## src/rtl/ldpc_parity_streamer_pkg.sv

```systemverilog
// Shared types and constants for the LDPC parity streamer: state encoding, FIFO entry layout, zc mask helper.
package ldpc_parity_streamer_pkg;
  localparam int MAX_ZC       = 384;
  localparam int ADDR_W       = 9;
  localparam int ZC_W         = 9;
  localparam int MAX_PAR_BLKS = 46;
  localparam int PAR_IDX_W    = 6;
  localparam int FIFO_DEPTH   = 2;

  typedef enum logic [1:0] {PS_IDLE, PS_READ, PS_DRAIN} par_stream_state_t;

  typedef struct packed {
    logic                 last;
    logic [PAR_IDX_W-1:0] index;
    logic [MAX_ZC-1:0]    data;
  } par_entry_t;

  // Ones below zc; a shift of zc >= MAX_ZC leaves the whole block unmasked.
  function automatic logic [MAX_ZC-1:0] zc_mask(input logic [ZC_W-1:0] zc);
    return ~({MAX_ZC{1'b1}} << zc);
  endfunction
endpackage

```

## src/rtl/ldpc_parity_streamer_if.sv

```systemverilog
// Parity block stream toward rate matching: data/index/last with valid/ready.
interface ldpc_parity_streamer_if;
  import ldpc_parity_streamer_pkg::*;
  logic [MAX_ZC-1:0]    data;
  logic [PAR_IDX_W-1:0] index;
  logic                 last;
  logic                 valid;
  logic                 ready;

  modport master (output data, index, last, valid, input ready);
  modport slave  (input data, index, last, valid, output ready);
endinterface

```

## src/rtl/ldpc_parity_streamer_fifo.sv

```systemverilog
// Two-entry skid FIFO holding tagged parity blocks; push and pop may coincide.
module par_skid_fifo
  import ldpc_parity_streamer_pkg::*;
(
  input  logic       clk,
  input  logic       rst,
  input  logic       push,
  input  logic       pop,
  input  par_entry_t din,
  output par_entry_t head,
  output logic [1:0] count
);
  par_entry_t mem [FIFO_DEPTH];
  logic       wr_ptr, rd_ptr;

  assign head = mem[rd_ptr];

  always_ff @(posedge clk or posedge rst) begin
    if (rst) begin
      mem[0] <= '0;
      mem[1] <= '0;
      wr_ptr <= 1'b0;
      rd_ptr <= 1'b0;
      count  <= 2'd0;
    end else begin
      if (push) begin
        mem[wr_ptr] <= din;
        wr_ptr      <= ~wr_ptr;
      end
      if (pop) rd_ptr <= ~rd_ptr;
      case ({push, pop})
        2'b10:   count <= count + 2'd1;
        2'b01:   count <= count - 2'd1;
        default: count <= count;
      endcase
    end
  end

  // The upstream credit rule is what keeps this from ever firing.
  a_no_push_full: assert property (@(posedge clk) disable iff (rst) !(push && !pop && count == 2'd2));
  a_no_pop_empty: assert property (@(posedge clk) disable iff (rst) !(pop && count == 2'd0));
endmodule

```

## src/rtl/ldpc_parity_streamer.sv

```systemverilog
// Drains the encoder parity buffer after each codeword and streams zc-masked, index/last tagged blocks.
module ldpc_parity_streamer
  import ldpc_parity_streamer_pkg::*;
(
  input  logic                  clk,
  input  logic                  reset,
  input  logic                  cw_vector_valid,
  input  logic [ZC_W-1:0]       zc,
  input  logic [PAR_IDX_W-1:0]  n_par_blks,
  input  logic [MAX_ZC-1:0]     parity_out,
  output logic [ADDR_W-1:0]     parity_out_address,
  output logic                  parity_out_rd_en,
  ldpc_parity_streamer_if.master blk,
  output logic                  busy,
  output logic                  start_err
);
  par_stream_state_t    state;
  logic [PAR_IDX_W-1:0] n_lat, rd_cnt, fl_idx;
  logic                 fl_last, inflight;
  logic [MAX_ZC-1:0]    mask;
  logic [1:0]           fifo_count;
  par_entry_t           in_e, head_e, out_e;
  logic                 push, pop, hs, credit, start_ok;

  assign credit             = (fifo_count + {1'b0, inflight}) < 2'd2;
  assign parity_out_rd_en   = (state == PS_READ) && credit;
  assign parity_out_address = ADDR_W'(rd_cnt);
  assign start_ok           = (n_par_blks != '0) && (n_par_blks <= PAR_IDX_W'(MAX_PAR_BLKS));

  assign in_e = '{last: fl_last, index: fl_idx, data: parity_out & mask};

  // Returning read data is presented directly when the FIFO is empty, so an
  // accepting sink sees one block per cycle; otherwise it lands in the FIFO.
  assign out_e = (fifo_count != 2'd0) ? head_e : (inflight ? in_e : '0);
  assign hs    = blk.valid && blk.ready;
  assign pop   = hs && (fifo_count != 2'd0);
  assign push  = inflight && !((fifo_count == 2'd0) && blk.ready);

  assign blk.valid = (fifo_count != 2'd0) || inflight;
  assign blk.data  = out_e.data;
  assign blk.index = out_e.index;
  assign blk.last  = out_e.last;

  par_skid_fifo u_fifo (
    .clk   (clk),
    .rst   (reset),
    .push  (push),
    .pop   (pop),
    .din   (in_e),
    .head  (head_e),
    .count (fifo_count)
  );

  always_ff @(posedge clk or posedge reset) begin
    if (reset) begin
      state     <= PS_IDLE;
      n_lat     <= '0;
      rd_cnt    <= '0;
      fl_idx    <= '0;
      fl_last   <= 1'b0;
      inflight  <= 1'b0;
      mask      <= '0;
      busy      <= 1'b0;
      start_err <= 1'b0;
    end else begin
      start_err <= 1'b0;
      inflight  <= parity_out_rd_en;
      if (parity_out_rd_en) begin
        fl_idx  <= rd_cnt;
        fl_last <= (rd_cnt == n_lat - PAR_IDX_W'(1));
        rd_cnt  <= rd_cnt + PAR_IDX_W'(1);
      end
      case (state)
        PS_IDLE: begin
          if (cw_vector_valid) begin
            if (start_ok) begin
              n_lat  <= n_par_blks;
              mask   <= zc_mask(zc);
              rd_cnt <= '0;
              busy   <= 1'b1;
              state  <= PS_READ;
            end else begin
              start_err <= 1'b1;
            end
          end
        end
        PS_READ: begin
          if (cw_vector_valid) start_err <= 1'b1;
          if (parity_out_rd_en && (rd_cnt == n_lat - PAR_IDX_W'(1))) state <= PS_DRAIN;
        end
        PS_DRAIN: begin
          // A start coinciding with the final handshake still sees busy and is rejected.
          if (cw_vector_valid) start_err <= 1'b1;
          if (hs && out_e.last) begin
            state <= PS_IDLE;
            busy  <= 1'b0;
          end
        end
        default: state <= PS_IDLE;
      endcase
    end
  end
endmodule

```

## src/flat_wrapper.sv

```systemverilog
// flat-port wrapper written by rule: the top's interface ports become plain ports
module ldpc_parity_streamer_flat import ldpc_parity_streamer_pkg::*;
  (clk, reset, cw_vector_valid, zc, n_par_blks, parity_out, parity_out_address, parity_out_rd_en, busy, start_err, blk_data, blk_index, blk_last, blk_valid, blk_ready);
  ldpc_parity_streamer_if blk_i ();
  input  logic clk;
  input  logic reset;
  input  logic cw_vector_valid;
  input  logic [ZC_W-1:0] zc;
  input  logic [PAR_IDX_W-1:0] n_par_blks;
  input  logic [MAX_ZC-1:0] parity_out;
  output logic [ADDR_W-1:0] parity_out_address;
  output logic parity_out_rd_en;
  output logic busy;
  output logic start_err;
  output wire logic [$bits(blk_i.data)-1:0] blk_data;
  output wire logic [$bits(blk_i.index)-1:0] blk_index;
  output wire logic [$bits(blk_i.last)-1:0] blk_last;
  output wire logic [$bits(blk_i.valid)-1:0] blk_valid;
  input wire logic [$bits(blk_i.ready)-1:0] blk_ready;
  assign blk_data = blk_i.data;
  assign blk_index = blk_i.index;
  assign blk_last = blk_i.last;
  assign blk_valid = blk_i.valid;
  assign blk_i.ready = blk_ready;
  ldpc_parity_streamer u_core (.clk(clk), .reset(reset), .cw_vector_valid(cw_vector_valid), .zc(zc), .n_par_blks(n_par_blks), .parity_out(parity_out), .parity_out_address(parity_out_address), .parity_out_rd_en(parity_out_rd_en), .blk(blk_i), .busy(busy), .start_err(start_err));
endmodule
```

## config.mk

```make
export PLATFORM = sky130hd
export DESIGN_NAME = ldpc_parity_streamer_flat
export DESIGN_NICKNAME = d
export VERILOG_FILES = /design/src/rtl/ldpc_parity_streamer_pkg.sv /design/src/rtl/ldpc_parity_streamer_if.sv /design/src/rtl/ldpc_parity_streamer_fifo.sv /design/src/rtl/ldpc_parity_streamer.sv /design/src/flat_wrapper.sv
export SDC_FILE = /design/constraint.sdc
export NUM_CORES = 2
export LEC_CHECK = 0
export CORE_AREA = 3 3 503 355
export CTS_BUF_LIST = sky130_fd_sc_hd__clkbuf_4
export DETAILED_ROUTE_END_ITERATION = 6
export DIE_AREA = 0 0 506 358
export DONT_BUFFER_PORTS = 1
export PLACE_DENSITY_LB_ADDON = 0.2
export SKIP_LAST_GASP = 1
export SYNTH_ARGS = -nofsm -noshare
export SYNTH_HDL_FRONTEND = slang
export SYNTH_SLANG_ARGS = --single-unit
```

## constraint.sdc

```tcl
create_clock -name clk -period 96.4 [get_ports clk]
set_clock_uncertainty 0.05 [all_clocks]
set_input_delay 19.28 -clock clk [delete_from_list [all_inputs] [get_ports clk]]
set_output_delay 19.28 -clock clk [all_outputs]
set_load 0.05 [all_outputs]
```

Word-level counts from Yosys, hierarchy flattened
Index checks and enable logic that the tools add are counted.
{"block": "totals", "register_bits": 1194, "input_bits": 403, "out_inout_bits": 404, "elab_cells": 91}
{"block": "op_classes", "n_addsub": 5, "magnitude_cmp": 5, "eq_ne": 9, "shift": 1, "muxes": 26, "n_bitwise": 6, "reduce_logical": 21}
{"op": "$mux 391", "count": 6}
{"op": "$bwmux 782", "count": 1}
{"op": "$demux 391 s1", "count": 1}
{"op": "$and 384x384->384", "count": 1}
{"op": "$not 384->384", "count": 1}
{"op": "$shl 384x9->384 const A", "count": 1}
{"op": "$mux 6", "count": 4}
{"op": "$logic_and 1x1->1", "count": 9}
{"op": "$mux 2", "count": 4}
{"op": "$reduce_and 4->1", "count": 2}
{"op": "$add 6x1->6 const B", "count": 1}
{"op": "$eq 6x6->1", "count": 1}
{"op": "$le 6x6->1 const B", "count": 1}
{"op": "$mux 1", "count": 6}
{"op": "$pmux 2 s3", "count": 1}
{"op": "$reduce_bool 2->1", "count": 3}
{"op": "$reduce_bool 6->1", "count": 1}
{"op": "$sub 6x1->6 const B", "count": 1}
{"op": "$eq 2x1->1 const B", "count": 2}
{"op": "$eq 2x2->1 const B", "count": 2}
{"op": "$ge 2x2->1 const B", "count": 2}
{"op": "$logic_not 2->1", "count": 2}
{"op": "$ne 2x1->1 const B", "count": 2}
{"op": "$ne 2x2->1 const B", "count": 2}
{"op": "13 further kinds", "count": 16}

Logic depth before layout (Yosys ltp)
{"block": "depth", "ltp_word": 8, "ltp_mapped": 11, "depth_no_buf": 8}

By module
Synthesis repeated with hierarchy kept, for this count alone.
{"block": "hier_totals", "hier_cells": 5624, "hier_area_um2": 59010.3}
{"module": "par_skid_fifo", "n_inst": 1, "cells_each": 2100, "area_per_inst_um2": 33809.9, "seq_area_each_um2": 19668.9}
{"module": "ldpc_parity_streamer", "n_inst": 1, "cells_each": 3524, "area_per_inst_um2": 25200.4, "seq_area_each_um2": 10209.8}

Worst setup path after synthesis
OpenSTA, ideal clock, no wires.
{"block": "synth_timing", "path_type": "input -> output", "startpoint": "input port parity_out[377]", "endpoint": "output port blk_data[377]", "arrival_ps": 19893, "t_required_ps": 77070, "path_slack_ps": 57177, "stages": 2, "n_path_buf": 0, "cell_sequence": "nand4_1 > o21ai_0"}
{"block": "synth_between", "elab_chain_len": 3}
{"element": "from (decl)", "line": "flat_wrapper.sv:10", "source": "input logic [MAX_ZC-1:0] parity_out;"}
{"element": "$and 384x384->384", "line": "ldpc_parity_streamer.sv:30", "source": "assign in_e = '{last: fl_last, index: fl_idx, data: parity_out & mask};"}
{"element": "$mux 391 (2 in series)", "line": "ldpc_parity_streamer.sv:34", "source": "assign out_e = (fifo_count != 2'd0) ? head_e : (inflight ? in_e : '0);"}
{"element": "to (decl)", "line": "flat_wrapper.sv:15", "source": "output wire logic [$bits(blk_i.data)-1:0] blk_data;"}
No other way between the ends.

Worst setup path in the final report
{"block": "layout_timing", "startpoint": "input port parity_out[78]", "endpoint": "output port blk_data[78]"}
The elaborated chain is that of the path after synthesis.

==> results_dict.tcl <==
set metrics [dict create \
    postRouteAntennaNets 0 \
    p_int_mw 1.17 \
    p_comb_frac 0.415 \
    crit_family "compound AO/OA/AOI/OAI gates" \
    grt_pass1_wl_um 340000 \
    wire_per_inst_um 28.0 \
    ctsResizeCount 0 \
    synth_ff_type "dfrtp_1" \
    postCtsHoldBufs 0 \
    crit_path_top_delay_cell "o21ai_1" \
    cts_tree "built" \
    ys_seq_area_frac 0.537 \
    cts_sinks 1194 \
    synth_area_leaders "dfrtp_1, o21ai_0, nand2_1" \
    finalSetupViolations 0 \
    endpoint_kind "output pin" \
    rsz0062_at_grt "no" \
    finalInstanceArea_um2 61400 \
    grt.total_usage 0.261 \
    min_path_type "reg -> reg" \
    dr.pass1.iters 6 \
    tns_ns 0 \
    die_height_um 358 \
    syn_area_um2 55600 \
    cts_setup_buffers 0 \
    core_area_um2 174000 \
    port-buffer-count 0 \
    wl_met2_um 107000 \
    initial_utilization 0.320 \
    crit_chain "nand4_1 -> o21ai_1" \
    layout.nets 6510 \
    wl_um 243000 \
    drive_gt1_frac 0.111 \
    period_minus_slack_ns 39.40 \
    grt-ovfl-total 0 \
    syn_avg_cell_area_um2 8.98 \
    clk_latency_ns 1.34 \
    mostFrequentLayoutCells "nand2_1, dfrtp_1, o21ai_0" \
    cpPeakStageDelay_ns 0.71 \
    yosysUniqueCellTypes 54 \
    power_switching_mw 1.22 \
    outcome "completed" \
    tightest_slew_ns 1.30 \
    routed-via-count 46900 \
    ios 807 \
    worstRegToRegCells 10 \
    dr.max_layer_used "met5" \
    max_freq_ghz 0.0254 \
    async_reset_ff_frac 1.00 \
    power.density_nw_per_um2 38.9 \
    cp_num_buf_inv 0 \
    ir_drop_uv 21.9 \
    antenna_found_initial 29 \
    maxCapViolCount 0 \
    cp_data_arrival_time_ns 20.07 \
    yosysWarningCount 0 \
    wl_met3_um 18300 \
    synth_edf_count 0 \
    synth_area_leader_cell "dfrtp_1" \
    critPathLaunchType "primary input" \
    fin_crit_sh 0.409 \
    power.share.clock 0.199 \
    leakage_nw 27.4 \
    slew_headroom 0.132 \
    drc 0 \
    dp_hpwl_um 169000 \
    worstPathRequired_ns 77.07 \
    layout_commonest_cell "nand2_1" \
    place.gp.congestion 0.848 \
    dieArea_um2 181000 \
    root_buffer "clkbuf_4" \
    clk_pin_slew_ns 0.06 \
    crit_cells 2 \
    synth-seq-cells 1194 \
    final-max-slew-violation-count 0 \
    cts_buffers 341 \
    hold_viol 0 \
    synth_top_area_frac 0.537 \
    clockBufferDepth 4 \
    n_fill_cell 18200 \
    htreeDepth 5 \
    drtIter0Drc 4166 \
    switching_share 0.511 \
    grt_start_max_net_pins 236 \
    grt_pass1_vias 44300 \
    die_w_um 506 \
    synth_cells 6190 \
    wl_met1_um 111000 \
    critPathMaxFanout 2 \
    worstSetupPathType "in -> out" \
    seqPwrFrac 0.387 \
    holdPathStages 2 \
    dpl_cell_area_um2 57200 \
    via_per_inst 5.40 \
    area_growth_pct 10.4 \
    rows 128 \
    r2r_slack_ns 89.04 \
]
## registers in the layout, indices dropped and copies added (netlist names), 2 cells and up
name / flops
u_core.u_fifo.mem: 782
u_core.mask: 384
u_core.fl_idx: 6
u_core.n_lat: 6
u_core.rd_cnt: 6
u_core.state: 2
u_core.u_fifo.count: 2
## logic make-up after synthesis
family                   synth area share
XOR/XNOR                          0.00236
adder cells (fa/ha/maj)           0.00202
AO/OA/AOI/OAI                       0.167
other                           0.0000674
multiplexers                       0.0750
flip-flops                          0.537
buffers and inverters              0.0412
AND/OR/NAND/NOR                     0.175
## worst paths after layout
check	startpoint	endpoint
min	u_core.u_fifo.mem[330]	u_core.u_fifo.mem[330]
min reg2reg	u_core.u_fifo.mem[330]	u_core.u_fifo.mem[330]
max	parity_out[78]	blk_data[78]
min in group asynchronous	reset	u_core.u_fifo.mem[298]
max reg2reg	u_core.u_fifo.count[0]	u_core.u_fifo.mem[544]
max in group asynchronous	reset	u_core.u_fifo.mem[109]
## Yosys cell counts (all sizes together) (2+ instances only)
master     n
ha         9
nor2b      4
or2        9
nand2b     5
o31ai     22
o211ai     3
mux2      23
a211oi     2
a21o      12
a21boi     6
buf      185
mux2i    391
and3       8
a31oi     47
nand2   1596
o22ai      3
xor2       8
o21ai   1485
or3        4
o22a      24
nor3      15
inv       14
nor4       3
nand4    392
nand3     64
clkbuf   342
and2      20
o311ai    28
dfrtp   1194
o21a       3
xnor2      7
a21oi    121
nor2     133
## cell type report
type,count,area [µm²],area share
antenna,23,57.6,0.000937
clock buffer,505,3790,0.0617
clock inverter,57,327,0.00532
inverter,14,62.6,0.00102
multi-input combinational,4457,23600,0.385
sequential,1194,29900,0.487
tap,2340,2930,0.0477
timing repair buffer,90,746,0.0121
## power groups by stage
stage / sequential [mW] / clock (mW) / combinational (mW)
finish: 0.925 / 0.475 / 0.992
floorplan: 0.819 / 0 / 0.809
CTS: 0.924 / 0.490 / 0.999
global route: 0.946 / 0.520 / 1.08
detailed placement: 0.932 / 0 / 0.999
global placement: 0.926 / 0 / 0.985
## per-layer routing
metal	track usage	up-vias
met2	0.391	1777
met3	0.0727	349
met5	0	-
li1	-	21600
met4	0.0776	4
met1	0.366	23200
## through the flow
| step | setup slack, ns | hold WS (ns) | utilization | power (mW) | cells |
|---|---|---|---|---|---|
| finish | 57.00 | 0.427 | 0.353 | 2.39 | 8680 |
| global route | 56.99 | 0.445 | 0.353 | 2.54 | 8669 |
| floorplan | 43.43 | 0.399 | - | 1.63 | 6192 |
| CTS | 56.99 | 0.433 | 0.353 | 2.41 | 8657 |
| global placement | 57.01 | 0.409 | 0.329 | 1.91 | 8093 |
| detailed placement | 56.99 | 0.419 | 0.329 | 1.93 | 8095 |
Note: power is estimated with default switching activity, not from simulation.
